--- config.mk ---
export PLATFORM = sky130hd
export DESIGN_NAME = led_status_ctrl
export DESIGN_NICKNAME = d
export VERILOG_FILES = /design/src/rtl/led_status_pkg.sv /design/src/rtl/hb_monitor.sv /design/src/rtl/led_status_ctrl.sv
export SDC_FILE = /design/constraint.sdc
export NUM_CORES = 1
export LEC_CHECK = 0
export ABC_AREA = 1
export BUFFER_PORTS_ARGS = -buffer_cell sky130_fd_sc_hd__buf_4
export CORE_ASPECT_RATIO = 0.6
export CORE_MARGIN = 3
export CORE_UTILIZATION = 55
export CTS_BUF_LIST = sky130_fd_sc_hd__clkbuf_4 sky130_fd_sc_hd__clkbuf_8
export CTS_CLUSTER_SIZE = 14
export DETAILED_ROUTE_END_ITERATION = 16
export PLACE_DENSITY = 0.75
export SETUP_SLACK_MARGIN = 0.15
export SYNTH_ARGS = -nofsm -noshare
export SYNTH_HDL_FRONTEND = slang
export SYNTH_SLANG_ARGS = --single-unit
--- constraint.sdc ---
create_clock -name fe_clk -period 3.7 [get_ports fe_clk]
set_input_delay 0.555 -clock fe_clk [delete_from_list [all_inputs] [get_ports fe_clk]]
set_output_delay 0.555 -clock fe_clk [all_outputs]
set_load 0.1 [all_outputs]
--- src/rtl/led_status_pkg.sv ---
// Shared constants for the LED status controller: mode encodings and PWM width.
// Optional feature macro used by the top: LED_DIM_EN (PWM dimming of O_led).
package led_status_pkg;

  localparam logic [1:0] MODE_STATUS   = 2'd0;
  localparam logic [1:0] MODE_ACTIVITY = 2'd1;
  localparam logic [1:0] MODE_OFF      = 2'd2;
  localparam logic [1:0] MODE_TEST     = 2'd3;

  localparam int PWM_BITS = 8;

endpackage

--- src/rtl/hb_monitor.sv ---
// One heartbeat channel: 3-flop synchroniser, toggle detect and a saturating
// activity timeout counter that is reloaded (not accumulated) on every toggle.
module hb_monitor
  import led_status_pkg::*;
#(
  parameter int pTIMEOUT_BITS = 16
) (
  input  logic fe_clk,
  input  logic reset,
  input  logic I_heartbeat,
  output logic O_s3,
  output logic O_alive
);

  localparam logic [pTIMEOUT_BITS-1:0] CNT_ONE = {{(pTIMEOUT_BITS-1){1'b0}}, 1'b1};

  logic                     s1_d, s1_q;
  logic                     s2_d, s2_q;
  logic                     s3_d, s3_q;
  logic                     edge_s;
  logic [pTIMEOUT_BITS-1:0] cnt_d, cnt_q;

  // Next-state logic for the synchroniser chain and timeout counter
  always_comb begin
    s1_d   = I_heartbeat;
    s2_d   = s1_q;
    s3_d   = s2_q;
    edge_s = s2_q ^ s3_q;
    if (edge_s) begin
      cnt_d = {pTIMEOUT_BITS{1'b1}};
    end else if (cnt_q != {pTIMEOUT_BITS{1'b0}}) begin
      cnt_d = cnt_q - CNT_ONE;
    end else begin
      cnt_d = cnt_q;
    end
  end

  // State registers
  always_ff @(posedge fe_clk) begin
    if (reset) begin
      s1_q  <= 1'b0;
      s2_q  <= 1'b0;
      s3_q  <= 1'b0;
      cnt_q <= {pTIMEOUT_BITS{1'b0}};
    end else begin
      s1_q  <= s1_d;
      s2_q  <= s2_d;
      s3_q  <= s3_d;
      cnt_q <= cnt_d;
    end
  end

  assign O_s3    = s3_q;
  assign O_alive = (cnt_q != {pTIMEOUT_BITS{1'b0}});

endmodule

--- src/rtl/led_status_ctrl.sv ---
// N-channel clock-activity monitor and M-LED front-panel driver with error flash.
// Define LED_DIM_EN to build the PWM dimmer driven by I_brightness.
module led_status_ctrl
  import led_status_pkg::*;
#(
  parameter int pCHANNELS     = 2,
  parameter int pLEDS         = 4,
  parameter int pTIMEOUT_BITS = 16,
  parameter int pFLASH_BITS   = 22
) (
  input  logic                 fe_clk,
  input  logic                 reset,
  input  logic [pCHANNELS-1:0] I_heartbeat,
  input  logic [pLEDS-1:0]     I_status,
  input  logic [1:0]           I_mode,
  input  logic                 I_error,
  input  logic                 I_clear_error,
  input  logic [7:0]           I_brightness,
  output logic [pCHANNELS-1:0] O_alive,
  output logic                 O_error_latched,
  output logic                 O_flash,
  output logic [pLEDS-1:0]     O_led
);

  localparam logic [pFLASH_BITS-1:0] FLASH_ONE = {{(pFLASH_BITS-1){1'b0}}, 1'b1};

  logic [pCHANNELS-1:0]   s3_s;
  logic [pCHANNELS-1:0]   alive_s;
  logic [pLEDS-1:0]       act_s;
  logic [pLEDS-1:0]       mode_led_s;
  logic [pLEDS-1:0]       led_next_s;
  logic [pLEDS-1:0]       led_d, led_q;
  logic [pFLASH_BITS-1:0] flash_d, flash_q;
  logic                   err_d, err_q;

  for (genvar c = 0; c < pCHANNELS; c++) begin : g_hb
    hb_monitor #(
      .pTIMEOUT_BITS(pTIMEOUT_BITS)
    ) u_hb_monitor (
      .fe_clk      (fe_clk),
      .reset       (reset),
      .I_heartbeat (I_heartbeat[c]),
      .O_s3        (s3_s[c]),
      .O_alive     (alive_s[c])
    );
  end

  // LEDs beyond the channel count wrap around onto the channels again
  for (genvar i = 0; i < pLEDS; i++) begin : g_act
    localparam int CH = i % pCHANNELS;
    assign act_s[i] = s3_s[CH] & alive_s[CH];
  end

  // Flash counter, error latch (set dominates clear) and LED selection
  always_comb begin
    flash_d = flash_q + FLASH_ONE;
    if (I_error) begin
      err_d = 1'b1;
    end else if (I_clear_error) begin
      err_d = 1'b0;
    end else begin
      err_d = err_q;
    end
    case (I_mode)
      MODE_STATUS:   mode_led_s = I_status;
      MODE_ACTIVITY: mode_led_s = act_s;
      MODE_OFF:      mode_led_s = {pLEDS{1'b0}};
      MODE_TEST:     mode_led_s = {pLEDS{1'b1}};
      default:       mode_led_s = {pLEDS{1'b0}};
    endcase
    if (err_q) begin
      led_next_s = {pLEDS{flash_q[pFLASH_BITS-1]}};
    end else begin
      led_next_s = mode_led_s;
    end
  end

`ifdef LED_DIM_EN
  logic [PWM_BITS-1:0] pwm_d, pwm_q;
  logic                pwm_on_s;

  // PWM counter and duty mask; the error flash is dimmed as well
  always_comb begin
    pwm_d    = pwm_q + {{(PWM_BITS-1){1'b0}}, 1'b1};
    pwm_on_s = (pwm_q < I_brightness);
    led_d    = led_next_s & {pLEDS{pwm_on_s}};
  end

  // PWM counter register
  always_ff @(posedge fe_clk) begin
    if (reset) begin
      pwm_q <= {PWM_BITS{1'b0}};
    end else begin
      pwm_q <= pwm_d;
    end
  end
`else
  logic unused_brightness_s;
  assign unused_brightness_s = ^I_brightness;
  assign led_d = led_next_s;
`endif

  // Top-level state registers
  always_ff @(posedge fe_clk) begin
    if (reset) begin
      flash_q <= {pFLASH_BITS{1'b0}};
      err_q   <= 1'b0;
      led_q   <= {pLEDS{1'b0}};
    end else begin
      flash_q <= flash_d;
      err_q   <= err_d;
      led_q   <= led_d;
    end
  end

  assign O_alive         = alive_s;
  assign O_error_latched = err_q;
  assign O_flash         = flash_q[pFLASH_BITS-1];
  assign O_led           = led_q;

endmodule

==> impl_metrics.toml <==
[cts]
root_buffer = "clkbuf_8"
cts_hold_buf = 0
cts_max_path_buffers = 2
tritoncts = "done"
cts_sinks = 65
ctsHtreeMaxLevel = 3
postCtsSetupRepairBufs = 0
clkTransAtPathRegs_ns = 0.07
numCtsBuffers = 9
cts_resized = 0
clock_latency_ns = 0.34

[sta]
tightest_slew_ns = 0.5983
slew_viol_final = 0
whs_ns = 0.4068
period_needed_ns = 2.316
finalSetupViolations = 0
rsz0062_at_grt = "false"
setup_tns_ns = 0
hold_viol = 0
skew_ns = 0.008825
max_freq_mhz = 431.7
setup_slack_ns = 1.384
post-route-period-util_pct = 62.61
timing.slew.headroom_pct = 60.11

[floorplan]
pin_count = 28
core_area_um2 = 5754
fp.dieW_um = 107.3
dieArea_um2 = 7167
die_height_um = 66.79
start_util_pct = 58.86
rows = 21

[grt]
gr-usage-met1_pct = 31.06
met2_usage_pct = 34.58
grt-busiest-layer = "met2"
first_global_vias = 2916
use_met3_pct = 6.002
grt.total_usage_pct = 22.81
grt_antenna_before_repair = 0
grt_first_pass_wirelength_mm = 12.94
grt_max_degree = 56
grt-ovfl-total = 0

[power]
powerDensity_nw_per_um2 = 541.6
power.leakage_nw = 1.620
combPwrFrac_pct = 28.7
switchingPower_mw = 0.7202
power_frac_seq_pct = 41.3
p_sw_share_pct = 35.33
vdd_drop_max_mv = 0.2427
power.share.clock_pct = 30.0
intPower_mw = 1.318

[cells_and_area]
drive_above_1_share_pct = 12.55
most-common-layout-cells = "nand2_1 (110), nor2_1 (92), dfxtp_1 (65), inv_1 (65)"
area_delta_synth_final_pct = 11.12
fin_area_um2 = 3764
fill_cells = 525
antenna_cells = 0
fin_nets = 545
layout_commonest_cell = "nand2_1"

[logic_synthesis]
synth.cell_area_um2 = 3387
synthArstFlopShare_pct = 0
synth-edff-count = 0
seq_area_frac_synth_pct = 38.42
yosysWarnings = 0
synthCells = 503
yosysTopAreaCell = "dfxtp_1"
synthTopCellsByArea = "dfxtp_1 (38%), nand2_1 (12%), nor2_1 (10%), inv_1 (7.2%), a21oi_1 (4.9%)"
ys_ff_latch = 65
ys_types = 33
synth.avg_cell_area_um2 = 6.734
synth_nets = 526
synth.top_cell.area_share_pct = 38.42
ys.flop_type = "dfxtp_1"

[setup_path]
crit_fanout = 6
crit_top_cell = "inv_1"
slowest_delay_ns = 0.35
reg2reg_from = "g_hb[0].u_hb_monitor.cnt_q[0]"
crit_path_top_delay_cell = "dfxtp_1"
crit_arrival_ns = 1.76
critPathRequiredTime_ns = 3.14
end_kind = "output port"
critPathKind = "flop to output port"
crit_chain = "inv_1, ha_1, nand2_1, inv_1, nand3_1, buf_4"
crit_path_start = "g_hb[0].u_hb_monitor.cnt_q[0]"
crit_path_start_kind = "flop"

[run_status]
status = "completed"

[flow_run]
cap_violations = 0

[detailed_routing]
viasPerCell = 5.251
routed-via-count = 3182
drt_first_pass_iters = 5
wl_per_cell_um = 12.24
wirelength_mm = 7.415
ant_nets = 0
drt-initial-drc-count = 236
drc = 0

[hold_path]
hold_class = "flop to flop"
hold_path.startpoint = "g_hb[0].u_hb_monitor.s1_q"

[place]
placed_cell_area_um2 = 3565
portBuffers = 19
dp_hpwl_mm = 5.460
place_ws_ns = 1.767
routabilityCongestion = 0.8727
==> path summary, 6_finish.rpt <==
kind                                         end  slack, ns  cells past startpoint
hold reg to reg        g_hb[0].u_hb_monitor.s2_q       0.41                      2
setup reg to reg  g_hb[0].u_hb_monitor.cnt_q[10]       1.98                      7
hold / removal         g_hb[0].u_hb_monitor.s2_q       0.41                      2
setup / recovery                      O_alive[0]       1.38                      6
==> registers in the layout, summed over array words and instances (netlist names) <==
signal / flops
O_error_latched: 1
g_hb.u_hb_monitor.s2_q: 2
flash_q: 22
g_hb.u_hb_monitor.cnt_q: 32
O_led: 4
g_hb.u_hb_monitor.O_s3: 2
g_hb.u_hb_monitor.s1_q: 2
==> routing by layer <==
| layer | vias up | routed length [um] |
|---|---|---|
| met5 | - | 0 |
| met4 | 0 | 110 |
| met3 | 13 | 481 |
| met2 | 101 | 3108 |
| met1 | 1426 | 3715 |
| li1 | 1642 | - |
==> metrics by stage <==
stage,utilization (%),instances,power (mW)
after floorplan,-,503,1.315
after global placement,61.95,591,1.412
after detailed placement,61.95,591,1.433
after CTS,65.41,606,2.046
after global routing,65.41,606,2.171
final,65.41,606,2.038
==> cell families (layout without fill, tap and decap cells) <==
family	Yosys count	count (layout)	share of synthesized area, %
DFF	65	65	38.42
and+or+nand+nor	290	290	39.38
adders and majority gates	3	3	1.108
buffers and inverters	80	103	9.567
xor gates and xnor gates	7	7	2.254
AOI/OAI and AO/OA	58	58	9.272
==> power groups by stage <==
stage | combinational, mW | clock [mW] | sequential, mW
2_1_floorplan | 0.453 | 0 | 0.861
3_5_place_dp | 0.578 | 0 | 0.855
6_report | 0.584 | 0.612 | 0.842
4_1_cts | 0.581 | 0.626 | 0.840
3_3_place_gp | 0.559 | 0 | 0.853
5_1_grt | 0.665 | 0.655 | 0.851
==> cell usage after synthesis, drive strengths merged (3+ instances only) <==
library cell  count
nand4            15
xnor2             3
nand3            36
ha                3
nand2           118
nor3              8
o21ai            13
inv              69
nor2            101
buf               6
nor4              3
a31oi            10
dfxtp            65
nand3b            8
clkbuf            5
a21oi            34
xor2              4
==> cell type report <==
cell class	instances	area [um2]	area share, %
flip-flops and latches	65	1301	34.57
clock inverters	3	40.04	1.064
well taps	80	100.1	2.660
repair buffers	19	142.6	3.790
clock buffers	12	158.9	4.222
multi-input cells	358	1762	46.81
inverters	69	259.0	6.882
==> critical path, delay by kind of cell (launching register included) <==
kind	cells	cell delay [ns]
buf+inv	3	0.51
flops	1	0.35
fa+ha+maj	1	0.23
simple gates	2	0.32
Note: power is estimated with default switching activity, not from simulation.
